==> src/rtl/cpu_bus_pkg.sv <==
// Shared encodings and helpers for the tri-state bus register sequencer.
package cpu_bus_pkg;

    // Command opcodes
    localparam logic [1:0] OP_NOP      = 2'b00;
    localparam logic [1:0] OP_MOVE     = 2'b01;
    localparam logic [1:0] OP_LOAD_IMM = 2'b10;
    localparam logic [1:0] OP_READ     = 2'b11;

    // Sequencer states
    localparam logic [1:0] ST_IDLE   = 2'b00;
    localparam logic [1:0] ST_SETTLE = 2'b01;
    localparam logic [1:0] ST_WRITE  = 2'b10;

    // Opcodes that put a register (rather than the immediate) on the bus
    function automatic logic op_uses_src(input logic [1:0] op);
        return (op == OP_MOVE) || (op == OP_READ);
    endfunction

    // Opcodes that clock a destination register
    function automatic logic op_writes_dst(input logic [1:0] op);
        return (op == OP_MOVE) || (op == OP_LOAD_IMM);
    endfunction

    // True when a register index addresses an existing register
    function automatic logic index_in_range(input int index, input int count);
        return index < count;
    endfunction

endpackage

==> src/rtl/reg_transfer_sequencer_onehot_decoder.sv <==
// Index to one-hot decoder; all zeros when not valid or index out of range.
module onehot_decoder #(
    parameter int SelBits  = 3,
    parameter int NrOfRegs = 8
) (
    input  logic [SelBits-1:0]  index,
    input  logic                valid,
    output logic [NrOfRegs-1:0] onehot
);

    // Set the single bit addressed by index
    always_comb begin
        // NOTE: assign a default before any conditional write so no latch is inferred.
        onehot = '0;
        for (int i = 0; i < NrOfRegs; i++) begin
            if (valid && (int'(index) == i)) begin
                onehot[i] = 1'b1;
            end
        end
    end

endmodule

==> src/rtl/reg_transfer_sequencer.sv <==
// Sequences cs / ClockEnable strobes for a bank of tri-state bus registers.
// One bus driver at most: either one register (cs low) or the immediate.
module reg_transfer_sequencer
    import cpu_bus_pkg::*;
#(
    parameter int NrOfBits = 8,
    parameter int NrOfRegs = 8,
    parameter int SelBits  = 3
) (
    input  logic                Clock,
    input  logic                Reset,
    input  logic                Tick,
    input  logic                cmd_valid,
    output logic                cmd_ready,
    input  logic [1:0]          cmd_op,
    input  logic [SelBits-1:0]  cmd_src,
    input  logic [SelBits-1:0]  cmd_dst,
    input  logic [NrOfBits-1:0] cmd_imm,
    output logic [NrOfRegs-1:0] reg_cs,
    output logic [NrOfRegs-1:0] reg_ce,
    output logic [NrOfBits-1:0] bus_out,
    output logic                bus_oe,
    input  logic [NrOfBits-1:0] bus_in,
    output logic [NrOfBits-1:0] rd_data,
    output logic                done,
    output logic                err
);

    logic [1:0]          state;
    logic [1:0]          lat_op;
    logic [SelBits-1:0]  lat_dst;
    logic                accept;
    logic                cmd_legal;
    logic [NrOfRegs-1:0] src_onehot;
    logic [NrOfRegs-1:0] dst_onehot;

    assign cmd_ready = (state == ST_IDLE);
    assign accept    = cmd_valid && cmd_ready;

    // Legality of the offered command: distinct MOVE endpoints, indices in range
    always_comb begin
        cmd_legal = 1'b1;
        case (cmd_op)
            OP_MOVE:     cmd_legal = (cmd_src != cmd_dst)
                                     && index_in_range(int'(cmd_src), NrOfRegs)
                                     && index_in_range(int'(cmd_dst), NrOfRegs);
            OP_LOAD_IMM: cmd_legal = index_in_range(int'(cmd_dst), NrOfRegs);
            OP_READ:     cmd_legal = index_in_range(int'(cmd_src), NrOfRegs);
            default:     cmd_legal = 1'b1;
        endcase
    end

    // Source select for the cs strobes, decoded from the offered command
    onehot_decoder #(.SelBits(SelBits), .NrOfRegs(NrOfRegs)) u_src_dec (
        .index  (cmd_src),
        .valid  (accept && cmd_legal && op_uses_src(cmd_op)),
        .onehot (src_onehot)
    );

    // Destination select for the ClockEnable strobes, from the latched command
    onehot_decoder #(.SelBits(SelBits), .NrOfRegs(NrOfRegs)) u_dst_dec (
        .index  (lat_dst),
        .valid  (op_writes_dst(lat_op)),
        .onehot (dst_onehot)
    );

    // Command FSM and registered bus strobes
    always_ff @(posedge Clock or posedge Reset) begin
        if (Reset) begin
            state   <= ST_IDLE;
            lat_op  <= OP_NOP;
            lat_dst <= '0;
            reg_cs  <= '1;
            reg_ce  <= '0;
            bus_oe  <= 1'b0;
            bus_out <= '0;
            rd_data <= '0;
            done    <= 1'b0;
            err     <= 1'b0;
        end else begin
            // NOTE: non-blocking assignments keep every flop reading pre-edge values.
            done <= 1'b0;
            err  <= 1'b0;
            case (state)
                ST_IDLE: begin
                    if (accept) begin
                        lat_op  <= cmd_op;
                        lat_dst <= cmd_dst;
                        if (cmd_op == OP_NOP) begin
                            done <= 1'b1;
                        end else if (!cmd_legal) begin
                            done <= 1'b1;
                            err  <= 1'b1;
                        end else begin
                            state  <= ST_SETTLE;
                            reg_cs <= ~src_onehot;
                            if (cmd_op == OP_LOAD_IMM) begin
                                bus_oe  <= 1'b1;
                                bus_out <= cmd_imm;
                            end
                        end
                    end
                end
                ST_SETTLE: begin
                    if (Tick) begin
                        state  <= ST_WRITE;
                        reg_ce <= dst_onehot;
                    end
                end
                ST_WRITE: begin
                    if (Tick) begin
                        state   <= ST_IDLE;
                        reg_cs  <= '1;
                        reg_ce  <= '0;
                        bus_oe  <= 1'b0;
                        bus_out <= '0;
                        done    <= 1'b1;
                        if (lat_op == OP_READ) begin
                            rd_data <= bus_in;
                        end
                    end
                end
                default: state <= ST_IDLE;
            endcase
        end
    end

endmodule

==> config.mk <==
export PLATFORM = sky130hd
export DESIGN_NAME = reg_transfer_sequencer
export DESIGN_NICKNAME = d
export VERILOG_FILES = /design/src/rtl/cpu_bus_pkg.sv /design/src/rtl/reg_transfer_sequencer_onehot_decoder.sv /design/src/rtl/reg_transfer_sequencer.sv
export SDC_FILE = /design/constraint.sdc
export NUM_CORES = 1
export LEC_CHECK = 0
export CORE_MARGIN = 1.5
export CORE_UTILIZATION = 45
export CTS_BUF_LIST = sky130_fd_sc_hd__clkbuf_8
export DETAILED_ROUTE_END_ITERATION = 10
export GPL_TIMING_DRIVEN = 1
export PLACE_DENSITY_LB_ADDON = 0.25
export SETUP_SLACK_MARGIN = 0.05
export SLEW_MARGIN = 20
export SYNTH_ARGS = -nofsm -noshare
export SYNTH_HDL_FRONTEND = slang
export SYNTH_SLANG_ARGS = --single-unit
==> constraint.sdc <==
create_clock -name Clock -period 4.8 [get_ports Clock]
set_clock_uncertainty 0.15 [all_clocks]
set_input_delay 0.96 -clock Clock [delete_from_list [all_inputs] [get_ports Clock]]
set_output_delay 0.96 -clock Clock [all_outputs]
set_load 0.03 [all_outputs]
# Word-level counts from Yosys, hierarchy flattened
# Cells that the tools add are included.
classes:
  eq_ne: 29
  n_mux: 50
  bitwise_logic: 1
  n_reduce_logical: 33
op_table:
  columns: ["cell", "n"]
  rows:
  - ["2-to-1 mux 8 bit", 10]
  - ["case mux 8 bit (2 select lines)", 3]
  - ["2-to-1 mux 1 bit", 29]
  - ["equality test 3 bit, second input constant", 8]
  - ["logical AND 1 bit", 19]
  - ["equality test 3 x 2 -> 1 bit, second input constant", 4]
  - ["equality test 2 bit, second input constant", 5]
  - ["2-to-1 mux 2 bit", 5]
  - ["AND reduction 5 bit", 2]
  - ["NOT 8 bit", 1]
  - ["equality test 2 x 1 -> 1 bit, second input constant", 3]
  - ["equality test 3 x 1 -> 1 bit, second input constant", 2]
  - ["logical NOT 3 bit", 2]
  - ["inequality test 2 x 1 -> 1 bit, second input constant", 3]
  - ["inequality test 2 bit, second input constant", 3]
  - ["case mux 2 bit (3 select lines)", 1]
  - ["AND reduction 3 bit", 2]
  - ["AND reduction 6 bit", 1]
  - ["logical NOT 2 bit", 2]
  - ["case mux 1 bit (2 select lines)", 2]
  - ["nonzero test 2 bit", 2]
  - ["inequality test 3 bit", 1]
  - ["logical OR 1 bit", 2]
  - ["AND reduction 2 bit", 1]
word_totals:
  register_bits: 42
  in_bits: 28
  out_inout_bits: 36
  wordCells: 123

# Depth between registers and ports, before layout
# Gate-level depths: netlist (run 1).
logic_depth:
  depth_word: 11
  mapped_depth: 5
  ltp_nobuf: 5

# Cells and area by module
# Synthesis (run 1) repeated with hierarchy kept, for this count alone.
unflattened:
  cells_unflattened: 155
  hier_area_um2: 2021.9
by_module_without_submodules:
  columns: ["mod", "instances", "cells_each", "area_each_um2", "seq_area_each_um2"]
  rows:
  - ["reg_transfer_sequencer", 1, 139, 1829.3, 1061.0]
  - ["onehot_decoder", 2, 8, 96.3, 0.0]

# Worst setup path after synthesis (run 1)
# Ideal clock, no wire load.
synth_timing:
  path_type: "register -> output"
  start: "register state[0]"
  end: "output port cmd_ready"
  t_arrival_ps: 943
  required_time_ps: 3690
  slack_ps: 2747
  stages_incl_launch_ff: 3
  path_buffers: 1
  cell_sequence: "dfrtp_1 > buf_2 > nor2_1"
synth_via:
  elab_chain_cells: 1
synth_lines:
  columns: ["element", "line", "text"]
  rows:
  - ["start: declaration", "reg_transfer_sequencer.sv:29", "logic [1:0] state;"]
  - ["start signal: assignment", "reg_transfer_sequencer.sv:70", "state <= ST_IDLE;"]
  - ["start signal: assignment", "reg_transfer_sequencer.sv:95", "state <= ST_SETTLE;"]
  - ["start signal: assignment", "reg_transfer_sequencer.sv:106", "state <= ST_WRITE;"]
  - ["logical NOT 2 bit", "reg_transfer_sequencer.sv:37", "assign cmd_ready = (state == ST_IDLE);"]
  - ["end: declaration", "reg_transfer_sequencer.sv:14", "output logic cmd_ready,"]
# No other way between the ends.

# Final worst setup path (run 1)
layout_timing:
  start: "register state[1]"
  end: "output port cmd_ready"
# Same word-level chain as after synthesis.

==> results.sh, run 1 <==
export IMPL_leakage_nw=1.06
export IMPL_cts_root_buf="clkbuf_8"
export IMPL_synth_edff_count=0
export IMPL_core_um2=3690
export IMPL_rrSetupSlack_ns=2.98
export IMPL_finalCriticalPeriod_ns=2.77
export IMPL_ys_types=35
export IMPL_cts_buffer_depth=2
export IMPL_initial_core_util_pct=47.3
export IMPL_grt_pass1_vias=1317
export IMPL_post_cts_buffers=0
export IMPL_insertion_delay_ns=0.29
export IMPL_reg2reg_from="state[1]$_DFFE_PP0P_"
export IMPL_cp_start_kind="flop"
export IMPL_gp_congestion=0.781
export IMPL_path_class="flop to output port"
export IMPL_antenna_found_initial=0
export IMPL_syn_avg_cell_area_um2=13.4
export IMPL_arrival_ns=1.66
export IMPL_die_width_um=65.2
export IMPL_clkTransAtPathRegs_ns=0.08
export IMPL_timing_hold_ws_ns=0.344
export IMPL_postCtsHoldBufs=0
export IMPL_final_setup_tns_ns=0
export IMPL_fillerInstances=286
export IMPL_syn_area_um2=1740
export IMPL_die_area_um2=4260
export IMPL_grt_start_max_net_pins=28
export IMPL_num_vias=1320
export IMPL_maxCapViolCount=0
export IMPL_routed_wl_um=3700
export IMPL_fmaxAchievable_ghz=0.361
export IMPL_routedWlPerCell_um=15.1
export IMPL_hp_start="reg_ce[7]$_DFFE_PP0P_"
export IMPL_drive_above_1_share_pct=17.2
export IMPL_overflow=0
export IMPL_multi_input_area_um2=647
export IMPL_track_usage_pct=19.9
export IMPL_seq_area_um2=1060
export IMPL_ant_nets=0
export IMPL_numCtsBuffers=5
export IMPL_worst_ep_required_time_ns=3.69
export IMPL_status="finished, final reports clean"
export IMPL_endpoint_kind="output port"
export IMPL_synth_async_sr_flop_share_pct=100
export IMPL_worst_hold_path_type="flop to flop"
export IMPL_rr_endpoint="rd_data[3]$_DFFE_PP0P_"
export IMPL_yosys_register_bits=42
export IMPL_syn_to_final_growth_pct=43.4
export IMPL_hold_viol_final=0
export IMPL_grt_setup_unrepaired="no"
export IMPL_power_density_nw_per_um2=574
export IMPL_antenna_cells=0
export IMPL_drtPass1Iterations=4
export IMPL_cts_tree="built"
export IMPL_ios=64
export IMPL_h_tree_depth=2
export IMPL_fp_dieH_um=65.2
export IMPL_timing_final_crit_share_pct=57.7
export IMPL_drv_slew=0
export IMPL_ys_seq_area_share_pct=60.9
export IMPL_ys_warn_count=0
export IMPL_slew_headroom_pct=63.0
export IMPL_row_count=22
export IMPL_cts_num_sinks=42
export IMPL_setup_viol=0
export IMPL_whs_path_depth=2
export IMPL_ir_drop_mv=0.281
export IMPL_ys_flop_type="dfrtp_1"
export IMPL_synthCells=130
export IMPL_critPathLaunch="state[1]$_DFFE_PP0P_"
export IMPL_ff2ff_path_depth=4
export IMPL_portBuffers=63
export IMPL_syn_nets=159
export IMPL_viasPerCell=5.37
export IMPL_drc=0
export IMPL_dp_hpwl_um=2770
export IMPL_holdPathEnd="reg_ce[7]$_DFFE_PP0P_"
export IMPL_fin_nets=227
export IMPL_grt_pass1_wl_um=6280
export IMPL_critical_path_max_fanout=11
export IMPL_worst_pin_slew_ns=0.554
export IMPL_drt_iter0_markers=70
export IMPL_ctsResizeCount=0
## area by class of cell
| cell class | instances | share of cell area, % |
|---|---|---|
| clock buffers | 5 | 2.75 |
| clock inverters | 2 | 0.400 |
| inverters | 4 | 0.601 |
| multi-input cells | 81 | 25.9 |
| flip-flops and latches | 42 | 42.4 |
| well taps | 48 | 2.40 |
| repair buffers | 64 | 25.5 |
## cells in the final DEF, fill, tap and decap left out, types with 2 or more instances in the layout
master,n
a21oi_1,2
a22o_1,9
a32o_1,5
clkbuf_8,5
clkdlybuf4s50_1,63
clkinv_2,2
dfrtp_1,34
dfstp_2,8
inv_1,3
mux2_2,11
nand2_1,11
nand2b_1,2
nor2_1,6
nor3b_4,2
o21ai_0,2
o22a_1,6
o31ai_1,3
o32a_1,2
or2_2,2
xnor2_1,3
## where the power goes
group	switching [mW]	internal, mW	total, mW	leakage, nW
logic	0.351	0.301	0.652	0.493
registers	0.0902	0.480	0.571	0.525
clock network	0.115	0.0976	0.213	0.0438
## worst max-delay path, stage by stage (launching register included)
cell and delay [ns]:
dfrtp_1 0.52, nor2_1 0.16, clkdlybuf4s50_1 0.69
## through the flow
stage	cell area, um2	power [mW]	util [%]	std cells	setup WS [ns]
final	2500	1.44	67.8	246	2.03
after global routing	2500	1.52	67.8	246	1.98
after CTS	2500	1.45	67.8	246	2.01
after detailed placement	2420	1.23	65.6	239	2.01
after global placement	2420	1.21	65.6	239	2.00
after floorplan	1740	0.966	-	130	2.73
## cell usage after synthesis, types with 2 or more instances
cell	n	area, um2
o22a_1	6	52.6
nor3b_4	2	37.5
o21ai_0	2	10.0
o32a_1	2	20.0
inv_1	4	15.0
o31ai_1	3	22.5
a21oi_1	2	10.0
a32o_1	5	50.1
nor2_1	6	22.5
mux2_2	11	124
nand2_1	11	41.3
or2_2	2	12.5
dfrtp_1	34	851
nand2b_1	2	12.5
xnor2_1	3	26.3
a22o_1	9	78.8
dfstp_2	8	210
## flip-flops by register name, summed over array words and instances, names as in the netlist
register / flops
reg_cs: 8
bus_out: 8
lat_op: 2
bus_oe: 1
done: 1
reg_ce: 8
lat_dst: 3
err: 1
state: 2
rd_data: 8
## per-layer routing
metal | global-route usage, % | part of all wire [%] | vias up
li1 | - | - | 617
met1 | 24.8 | 42 | 659
met2 | 30.7 | 50 | 37
met3 | 5.99 | 5.3 | 7
met4 | 11.5 | 2.4 | 0
met5 | 0 | 0 | -
## logic make-up (layout without fill, tap and decap cells)
logic type | after synthesis | count (layout) | share of synthesized area, %
flip-flops | 42 | 42 | 60.9
XOR/XNOR | 4 | 4 | 2.01
AND/OR/NAND/NOR | 33 | 33 | 11.9
AO/OA/AOI/OAI | 32 | 32 | 15.4
multiplexers | 11 | 11 | 7.11
adder cells (fa/ha/maj) | 1 | 1 | 0.718
buffers and inverters | 7 | 75 | 2.01
## worst max path at each step
stage	endpoint	cells after the start
2_1_floorplan	bus_oe$_DFFE_PP0P_	1
3_3_place_gp	rd_data[5]$_DFFE_PP0P_	5
3_5_place_dp	rd_data[3]$_DFFE_PP0P_	5
5_1_grt	cmd_ready	2
6_report	cmd_ready	2
4_1_cts	cmd_ready	2
No activity file was read; power rests on OpenSTA's default activity.
==> run 2, diff against run 1 <==
==> constraint.sdc (replaced) <==
create_clock -name Clock -period 2.7 [get_ports Clock]
set_clock_uncertainty 0.15 [all_clocks]
set_input_delay 0.54 -clock Clock [delete_from_list [all_inputs] [get_ports Clock]]
set_output_delay 0.54 -clock Clock [all_outputs]
set_load 0.03 [all_outputs]
==> run 2 against run 1 <==
Compared with the run above: worst hold slack lost 0.011 ns; sequential cell count is the same; design area grew 1.4%; die area is the same; global-route usage shrank 1.4 points; worst setup slack lost 1.7 ns; sequential power grew 77%; combinational power grew 79%; critical path depth is the same; count of clock-buffer cells in the layout is the same; cell count grew 0.81%.
==> results.sh, run 2 (synthesized netlist as in run 1, its figures left out) <==
export IMPL_fmaxAchievable_ghz=0.427
export IMPL_status="finished, final reports clean"
export IMPL_crit_path_cell_trace="nor2_1, clkdlybuf4s50_1"
export IMPL_place_area_um2=2430
export IMPL_critPathBufInv=1
export IMPL_path_class="flop to output port"
export IMPL_viasPerCell=5.31
export IMPL_postCtsHoldBufs=0
export IMPL_power_density_nw_per_um2=1040
export IMPL_worst_ep_required_time_ns=2.01
export IMPL_ant_nets=0
export IMPL_core_um2=3690
export IMPL_worst_hold_path_type="flop to flop"
export IMPL_grt_setup_unrepaired="no"
export IMPL_ios=64
export IMPL_cts_tree="built"
export IMPL_row_count=22
export IMPL_antenna_cells=0
export IMPL_setup_viol=0
export IMPL_cts_buffer_depth=2
export IMPL_slowest_delay_ns=0.68
export IMPL_arrival_ns=1.65
export IMPL_drtPass1Iterations=4
export IMPL_endpoint_kind="output port"
export IMPL_insertion_delay_ns=0.29
export IMPL_ir_drop_mv=0.462
export IMPL_maxCapViolCount=0
export IMPL_fillerInstances=276
export IMPL_finalCriticalPeriod_ns=2.34
export IMPL_routedWlPerCell_um=14.9
export IMPL_critical_path_max_fanout=11
export IMPL_cts_root_buf="clkbuf_8"
export IMPL_num_vias=1318
export IMPL_drive_above_1_share_pct=16.5
export IMPL_hold_viol_final=0
export IMPL_cts_num_sinks=42
export IMPL_track_usage_pct=18.5
export IMPL_final_setup_tns_ns=0
export IMPL_slew_headroom_pct=66.5
export IMPL_dp_hpwl_um=2730
export IMPL_timing_final_crit_share_pct=86.8
export IMPL_routed_wl_um=3690
export IMPL_drv_slew=0
export IMPL_ctsResizeCount=0
export IMPL_final_area_um2=2530
export IMPL_fin_nets=228
export IMPL_setup_ws_ns=0.356
export IMPL_final_cells=248
export IMPL_critPathSlowestCell="clkdlybuf4s50_1"
export IMPL_numCtsBuffers=5
export IMPL_die_area_um2=4260
export IMPL_portBuffers=63
export IMPL_most_common_layout_cells="63 x clkdlybuf4s50_1, 34 x dfrtp_1, 11 x nand2_1, 11 x mux2_2, 9 x a22o_1"
export IMPL_cp_start_kind="flop"
export IMPL_placed_cells=240
export IMPL_grt_pass1_vias=1292
export IMPL_grt_pass1_wl_um=5890
export IMPL_worst_pin_slew_ns=0.503
export IMPL_grt_start_max_net_pins=43
export IMPL_gp_congestion=0.813
export IMPL_overflow=0
export IMPL_cp_top_family="buffers and inverters"
export IMPL_post_cts_buffers=0
export IMPL_fp_dieH_um=65.2
export IMPL_antenna_found_initial=0
export IMPL_die_width_um=65.2
export IMPL_leakage_nw=1.08
export IMPL_pre_cts_slack_ns=0.273
export IMPL_final_common_cell="clkdlybuf4s50_1"
export IMPL_initial_core_util_pct=47.3
export IMPL_syn_to_final_growth_pct=45.4
export IMPL_clkTransAtPathRegs_ns=0.07
export IMPL_h_tree_depth=2
export IMPL_drt_iter0_markers=38
export IMPL_drc=0
## run 2: worst reg2reg max path, delay by kind of cell (launching register included)
family	cells	cell delay (ns)
DFF	1	0.58
and+or+nand+nor	3	0.71
muxes	1	0.35
## run 2: power by group
| part | switching, mW | internal [mW] | total, mW |
|---|---|---|---|
| Clock | 0.198 | 0.269 | 0.467 |
| Sequential | 0.157 | 0.854 | 1.01 |
| Combinational | 0.627 | 0.540 | 1.17 |
| Total | 0.982 | 1.66 | 2.65 |
## run 2: through the flow
step / total power [mW] / utilization [%] / hold WS [ns]
final: 2.65 / 68.7 / 0.333
after global routing: 2.80 / 68.7 / 0.365
after CTS: 2.67 / 68.7 / 0.345
after detailed placement: 2.20 / 65.8 / 0.328
after global placement: 2.16 / 65.8 / 0.316
after floorplan: 1.72 / - / 0.335
## run 2: final cells by class
class                           instances  area, um2  share of cell area [%]
Clock buffer                            5       68.8                    2.71
Clock inverter                          3       37.5                    1.48
Inverter                                4       15.0                   0.592
Multi-Input combinational cell         81        647                    25.5
Sequential cell                        42       1060                    41.9
Tap cell                               48       60.1                    2.37
Timing Repair Buffer                   65        646                    25.5
## run 2: final timing paths
path	startpoint	end	slack, ns	cells after the start
max	state[1]$_DFFE_PP0P_	cmd_ready	0.36	2
min	reg_ce[6]$_DFFE_PP0P_	reg_ce[6]$_DFFE_PP0P_	0.33	2
max reg2reg	state[1]$_DFFE_PP0P_	rd_data[6]$_DFFE_PP0P_	0.80	4
min reg2reg	reg_ce[6]$_DFFE_PP0P_	reg_ce[6]$_DFFE_PP0P_	0.33	2
max in group asynchronous	Reset	reg_cs[0]$_DFFE_PP1P_	1.50	3
min in group asynchronous	Reset	rd_data[3]$_DFFE_PP0P_	0.54	3
## run 2: routing by layer
metal	share of wire (%)	GRT usage (%)	wire length [um]	vias up
met5	0	0	0	-
met2	53	30.9	1950	34
met3	4.3	5.65	160	4
met1	42	22.5	1550	657
met4	1.0	7.03	38	0
li1	-	-	-	623
